`src/rtl/l1d_bus_transfer_pkg.sv`:
```
// Shared definitions for the L1D bus transfer engine: main L1D FSM encodings,
// line geometry and transfer-state encodings.
package L1D_pkg;

  typedef enum logic [1:0] {
    FSM_IDLE        = 2'b00,
    FSM_WRITE_BUS   = 2'b01,
    FSM_READ_BUS    = 2'b10,
    FSM_WRITE_CACHE = 2'b11
  } l1d_fsm_e;

  localparam int LINE_WORDS = 4;

  typedef enum logic [2:0] {
    T_IDLE    = 3'd0,
    T_WR      = 3'd1,
    T_WR_WAIT = 3'd2,
    T_RA      = 3'd3,
    T_RD      = 3'd4,
    T_RD_WAIT = 3'd5
  } xfer_state_e;

  // Word-aligned address of word idx within the line containing base.
  function automatic logic [31:0] beat_addr(input logic [31:0] base, input logic [1:0] idx);
    return {base[31:4], idx, 2'b00};
  endfunction

endpackage

```
`src/rtl/l1d_bus_transfer_line_buffer.sv`:
```
// Refill line storage for the L1D bus transfer engine: four 32-bit words,
// written one word per cycle through an index port, read as a whole line.
module l1d_line_buffer
  import L1D_pkg::*;
(
  input  logic                       clk,
  input  logic                       rst_n,
  input  logic                       we_i,
  input  logic [1:0]                 widx_i,
  input  logic [31:0]                wdata_i,
  output logic [LINE_WORDS*32-1:0]   line_o
);

  logic [31:0] word_q [LINE_WORDS];

  // NOTE: this small buffer is a visible output that must read zero out of
  // reset, so it is built from resettable flops rather than an unreset RAM.
  always_ff @(posedge clk or negedge rst_n) begin
    if (!rst_n) begin
      for (int i = 0; i < LINE_WORDS; i++) word_q[i] <= '0;
    end else if (we_i) begin
      word_q[widx_i] <= wdata_i;
    end
  end

  for (genvar g = 0; g < LINE_WORDS; g++) begin : g_pack
    assign line_o[32*g +: 32] = word_q[g];
  end

endmodule

```
`src/rtl/l1d_bus_transfer.sv`:
```
// L1D bus transfer engine: 4-beat victim write-back and 4-beat line refill.
// Define L1D_CRITICAL_WORD_FIRST_EN to start refills at the missed word and wrap.
module l1d_bus_transfer
  import L1D_pkg::*;
(
  input  logic          clk,
  input  logic          rst_n,
  input  logic          Core_CacheEn,
  input  logic [1:0]    FSM_current_state,
  input  logic [31:0]   wb_addr,
  input  logic [31:0]   rb_addr,
  input  logic [127:0]  wb_line,
  output logic          Bus_Req,
  output logic          Bus_Wr,
  output logic [31:0]   Bus_Addr,
  output logic [31:0]   Bus_WData,
  input  logic          Bus_Ready,
  input  logic [31:0]   Bus_RData,
  input  logic          Bus_RValid,
  output logic          Transform_WrDone,
  output logic          Transform_RdDone,
  output logic          Transform_BusRdDone_cnt,
  output logic [127:0]  Transform_RdLine,
  output logic [1:0]    Transform_BeatCnt
);

  xfer_state_e state_q, state_d;
  logic [1:0]  beat_q, beat_d;
  logic        wr_done_q, wr_done_d;
  logic        rd_done_q, rd_done_d;
  logic        rd_flag_q, rd_flag_d;
  logic        armed_q;
  logic        line_we;
  logic [1:0]  line_idx;
  logic [1:0]  start_idx;
  logic        fsm_idle;
  logic        unused_addr_bits;

`ifdef L1D_CRITICAL_WORD_FIRST_EN
  assign start_idx = rb_addr[3:2];
`else
  assign start_idx = 2'b00;
`endif

  assign unused_addr_bits = ^{wb_addr[3:0], rb_addr[3:0]};
  assign fsm_idle         = (FSM_current_state == FSM_IDLE);

  // NOTE: every output of this block gets a default first, so no path through
  // the case statement can leave a signal unassigned and infer a latch.
  always_comb begin
    state_d   = state_q;
    beat_d    = beat_q;
    wr_done_d = 1'b0;
    rd_done_d = 1'b0;
    line_we   = 1'b0;
    line_idx  = start_idx + beat_q;
    Bus_Req   = 1'b0;
    Bus_Wr    = 1'b0;
    Bus_Addr  = '0;
    Bus_WData = '0;

    unique case (state_q)
      T_IDLE: begin
        beat_d = 2'd0;
        if (armed_q && FSM_current_state == FSM_WRITE_BUS)     state_d = T_WR;
        else if (armed_q && FSM_current_state == FSM_READ_BUS) state_d = T_RA;
      end
      T_WR: begin
        Bus_Req   = 1'b1;
        Bus_Wr    = 1'b1;
        Bus_Addr  = beat_addr(wb_addr, beat_q);
        Bus_WData = wb_line[{beat_q, 5'd0} +: 32];
        if (fsm_idle) begin
          state_d = T_IDLE;
          beat_d  = 2'd0;
        end else if (Bus_Ready) begin
          beat_d = beat_q + 2'd1;
          if (beat_q == 2'd3) begin
            state_d   = T_WR_WAIT;
            wr_done_d = 1'b1;
          end
        end
      end
      T_WR_WAIT: begin
        if (FSM_current_state != FSM_WRITE_BUS) state_d = T_IDLE;
      end
      T_RA: begin
        Bus_Req  = 1'b1;
        Bus_Addr = beat_addr(rb_addr, start_idx);
        if (fsm_idle)       state_d = T_IDLE;
        else if (Bus_Ready) state_d = T_RD;
      end
      T_RD: begin
        if (fsm_idle) begin
          state_d = T_IDLE;
          beat_d  = 2'd0;
        end else if (Bus_RValid) begin
          line_we = 1'b1;
          beat_d  = beat_q + 2'd1;
          if (beat_q == 2'd3) begin
            state_d   = T_RD_WAIT;
            rd_done_d = 1'b1;
          end
        end
      end
      T_RD_WAIT: begin
        if (FSM_current_state != FSM_READ_BUS) state_d = T_IDLE;
      end
      default: state_d = T_IDLE;
    endcase

    // Leaving cache-enabled access wipes the refill flag, even on the set cycle.
    if (!Core_CacheEn)  rd_flag_d = 1'b0;
    else if (rd_done_d) rd_flag_d = 1'b1;
    else                rd_flag_d = rd_flag_q;
  end

  // NOTE: state registers use non-blocking assignments so every flop samples
  // the pre-edge values regardless of evaluation order.
  always_ff @(posedge clk or negedge rst_n) begin
    if (!rst_n) begin
      state_q   <= T_IDLE;
      beat_q    <= 2'd0;
      wr_done_q <= 1'b0;
      rd_done_q <= 1'b0;
      rd_flag_q <= 1'b0;
      armed_q   <= 1'b0;
    end else begin
      state_q   <= state_d;
      beat_q    <= beat_d;
      wr_done_q <= wr_done_d;
      rd_done_q <= rd_done_d;
      rd_flag_q <= rd_flag_d;
      // A request already pending at reset release is stale; wait for a quiet state.
      armed_q   <= armed_q | fsm_idle | (FSM_current_state == FSM_WRITE_CACHE);
    end
  end

  l1d_line_buffer u_line_buffer (
    .clk     (clk),
    .rst_n   (rst_n),
    .we_i    (line_we),
    .widx_i  (line_idx),
    .wdata_i (Bus_RData),
    .line_o  (Transform_RdLine)
  );

  assign Transform_WrDone        = wr_done_q;
  assign Transform_RdDone        = rd_done_q;
  assign Transform_BusRdDone_cnt = rd_flag_q;
  assign Transform_BeatCnt       = beat_q;

endmodule

```
`config.mk`:
```
export PLATFORM = sky130hd
export DESIGN_NAME = l1d_bus_transfer
export DESIGN_NICKNAME = d
export VERILOG_FILES = /design/src/rtl/l1d_bus_transfer_pkg.sv /design/src/rtl/l1d_bus_transfer_line_buffer.sv /design/src/rtl/l1d_bus_transfer.sv
export SDC_FILE = /design/constraint.sdc
export NUM_CORES = 1
export LEC_CHECK = 0
export BUFFER_PORTS_ARGS = -buffer_cell sky130_fd_sc_hd__buf_2
export CORE_AREA = 3 3 164 166
export DETAILED_ROUTE_END_ITERATION = 8
export DIE_AREA = 0 0 167 169
export GPL_TIMING_DRIVEN = 0
export MAX_ROUTING_LAYER = met4
export PLACE_DENSITY = 0.53
export SYNTH_ARGS = -nofsm -noshare
export SYNTH_HDL_FRONTEND = slang
export SYNTH_SLANG_ARGS = --single-unit
```
`constraint.sdc`:
```
create_clock -name clk -period 3.1 [get_ports clk]
set_clock_uncertainty 0.05 [all_clocks]
set_input_delay 0.775 -clock clk [delete_from_list [all_inputs] [get_ports clk]]
set_output_delay 0.775 -clock clk [all_outputs]
set_load 0.02 [all_outputs]
```
==> summary.md <==
| Metric | Value |
|---|---|
| Die width | `167 µm` |
| # IOs | `430` |
| Synth Area in Compound Gates | `under 10%` |
| H-tree depth | `4` |
| Max Fclk | `337 MHz` |
| Grt total ovfl | `0` |
| CTS clk-pin slew, worst paths | `roughly 0.06 ns` |
| LEAKAGE | `5.73 nW` |
| First-pass iteration count of the detailed router | `4` |
| Post-synthesis xor/xnor area fraction | `less than 1%` |
| P&R area growth vs syn | `46.4%` |
| CTS Buf Count | `17` |
| Buffer depth of the longest clock path | `2` |
| Routed Antenna Nets | `0` |
| Synthesized instance count | `between 400 and 500` |
| Net Sw Power | `3.32 mW` |
| Setup bufs post-CTS | `0` |
| Max VDD drop | `0.370 mV` |
| Pint | `5.10 mW` |
| DP Worst Slack | `about 0.18 ns` |
| # port buffers | `419` |
| Vias in the first global route | `just under 6000` |
| Clock Power Share | `23.7%` |
| Hold crit path type | `input port to asynchronous set/reset pin` |
| Unrepaired setup endpoints after global routing | `no` |
| Nets | `1153` |
| Startpoint types | `flip-flop` |
| Register area share after synthesis | `around half` |
| Crit path kind | `flip-flop to primary output` |
| Reg-to-reg setup timing slack | `0.83 ns` |
| Sw frac | `39.5%` |
| Final Max Slew Viols | `0` |
| Starting Density | `26.5%` |
| Synth cell types | `38` |
| Critical Path RT | `between 2 and 2.5 ns` |
| First-pass GRT wire length | `36000 µm` |
| Final GP Congestion | `0.851` |
| Core area | `25800 µm²` |
| Fillcell total | `2586` |
| Routed vias/inst | `approximately 4.5` |
| Initial antenna violation count | `2` |
| Mux share of post-synthesis cell area | `36.2%` |
| Rel. slew slack | `58.5%` |
| Reg power frac | `between 20 and 30%` |
| Max cap viols | `0` |
| Drt drc | `0` |
| Final-report hold violation count | `0` |
| WL/cell | `19.2 µm` |
| Final Setup Violations | `0` |
| Top FF cell, synth | `dfrtp_1` |
| Die Y | `169 µm` |
| Worst setup EP type | `primary output` |
| GRT Util Overall | `17.1%` |
| Clock tree sinks | `137` |
| Synth Area in Adders | `0.732%` |
| 1st-iter DRT viols | `191` |
| CTS Hold Bufs | `0` |
| Die Area | `~28000 µm²` |
| Root buf cell | `clkbuf_16` |
| Final core utilization | `38.8%` |
| Maximum fanout along the worst path | `10` |
| Comb power frac | `between 40 and 50%` |
| Post-Synth Simple-Gate Area | `7.19%` |
| Power Density | `841 nW/µm²` |
| Dpl hpwl | `19500 µm` |
| Final wirelength | `24400 µm` |
| Fin crit share | `between 90 and 100%` |
| Via count | `approximately 5700` |
| Layout cells sized above 1 | `69.6%` |
| Multi-input gate area | `3150 µm²` |
| Synth Area per Inst | `roughly 14 µm²` |
| Setup ws final | `0.129 ns` |
| Mapped Area | `6840 µm²` |
| # rows | `a little under 60` |
| Worst-Margin Slew | `0.623 ns` |
| Final Power | `between 8 and 9 mW` |
| TNS Setup | `0 ns` |
| Outcome | `complete, no violations` |
| Largest net degree at the start of global routing | `between 70 and 80` |
| Seq. cell area | `about 3400 µm²` |
| CP arrival | `2.15 ns` |
| EDFF count, synth | `0` |
| Minimum clock period | `around 3 ns` |
| Main combinational cell family by area after synthesis | `multiplexers` |
| Skew-Pair Late Insertion Delay | `approximately 0.41 ns` |
| Post-cts resize count | `8` |
| Synthesis warning total | `0` |
| FFs w/ async S/R, synth | `100%` |
| CTS tree | `done` |
| Register bit total from synthesis | `between 100 and 150` |
-- cell type report --
class                   count  share of cell area [%]
flip-flops and latches    137                    34.3
diodes                      3                  0.0750
repair buffers            420                    21.3
clock inverters            11                    1.13
plain buffers              34                    2.75
clock buffers              20                    4.66
inverters                   5                   0.188
well taps                 335                    4.19
multi-input cells         303                    31.5
-- power by group through the flow --
| stage | Combinational [mW] | Clock, mW | Sequential [mW] |
|---|---|---|---|
| 5_1_grt | 4.23 | 2.15 | 2.55 |
| 3_5_place_dp | 3.95 | 0 | 2.52 |
| 4_1_cts | 3.97 | 2.06 | 2.49 |
| 3_3_place_gp | 3.93 | 0 | 2.50 |
| 6_report | 3.94 | 1.99 | 2.49 |
| 2_1_floorplan | 2.02 | 0 | 3.08 |
-- critical path, cell delays in order (launching register included) --
cell,delay [ns]
dfrtp_1,0.40
clkbuf_1,0.37
buf_2,0.37
mux2i_1,0.12
nor2_1,0.25
buf_2,0.23
-- registers in the layout (all words and copies together), names as in the netlist --
name / cells
u_line_buffer.line_o: 128
state_q: 3
Transform_BeatCnt: 2
Transform_BusRdDone_cnt: 1
Transform_RdDone: 1
Transform_WrDone: 1
armed_q: 1
-- final timing paths --
check | startpoint | end | depth (start not counted)
worst max-delay path | state_q[1] | Bus_Addr[15] | 5
worst min-delay path | rst_n | u_line_buffer.line_o[90] | 1
worst max register to register | Transform_BeatCnt[1] | u_line_buffer.line_o[49] | 7
worst min register to register | u_line_buffer.line_o[18] | u_line_buffer.line_o[18] | 1
max in group asynchronous | rst_n | u_line_buffer.line_o[64] | 2
min in group clk | u_line_buffer.line_o[18] | u_line_buffer.line_o[18] | 1
-- cells in the mapped netlist, types with 3 or more instances --
library cell | n | area share, %
dfrtp_1 | 137 | 50
mux2_2 | 125 | 21
and2_1 | 33 | 3.0
nor2_1 | 33 | 1.8
mux4_2 | 32 | 11
mux2i_1 | 28 | 4.1
buf_6 | 13 | 2.1
buf_2 | 8 | 0.59
clkbuf_1 | 8 | 0.44
mux2_1 | 6 | 0.99
inv_1 | 5 | 0.27
ha_1 | 4 | 0.73
nand2_4 | 4 | 0.66
a31oi_1 | 3 | 0.27
buf_1 | 3 | 0.16
nand2_1 | 3 | 0.16
nor3_1 | 3 | 0.22
nor4_1 | 3 | 0.27
-- logic make-up after synthesis --
| group | count (synthesis) |
|---|---|
| muxes | 191 |
| DFF | 137 |
| and+or+nand+nor | 90 |
| buffers and inverters | 39 |
| AOI/OAI and AO/OA | 15 |
| adders and majority gates | 4 |
| other | 1 |
| xor gates and xnor gates | 1 |
-- per-layer routing --
metal / vias to the layer above / part of all wire [%] / GRT usage [%]
met3: 20 / 6.9 / 4.88
met2: 240 / 51 / 28.3
met4: 0 / 1.3 / 4.23
li1: 2611 / - / -
met5: - / 0 / -
met1: 2839 / 41 / 20.8
-- through the flow --
stage	cells	area [µm²]	hold WS (ns)
finish	1268	10000	0.299
floorplan	479	6840	0.410
global route	1268	10000	0.322
CTS	1265	9990	0.305
detailed placement	1234	9390	0.428
global placement	1233	9360	0.422
-- placed cells by master (no fill, tap or decap), types with 2 or more instances in the layout --
master	n
ha_1	4
clkbuf_8	3
nor2_1	33
mux2i_1	28
buf_4	3
conb_1	2
diode_2	3
mux4_2	32
buf_1	2
a21o_1	2
nand2_1	3
and3_1	2
clkbuf_1	2
clkinv_4	2
nor2b_1	2
clkinvlp_4	3
buf_2	424
nor3_1	3
clkbuf_16	17
a22o_1	2
dfrtp_1	137
clkbuf_2	4
nand3_1	2
or2_2	2
buf_6	17
nor4_1	3
inv_6	3
mux2_2	125
mux2_1	6
inv_1	5
nand2_4	4
a31oi_1	3
and2_1	33
Power figures use the tool's default switching activity.
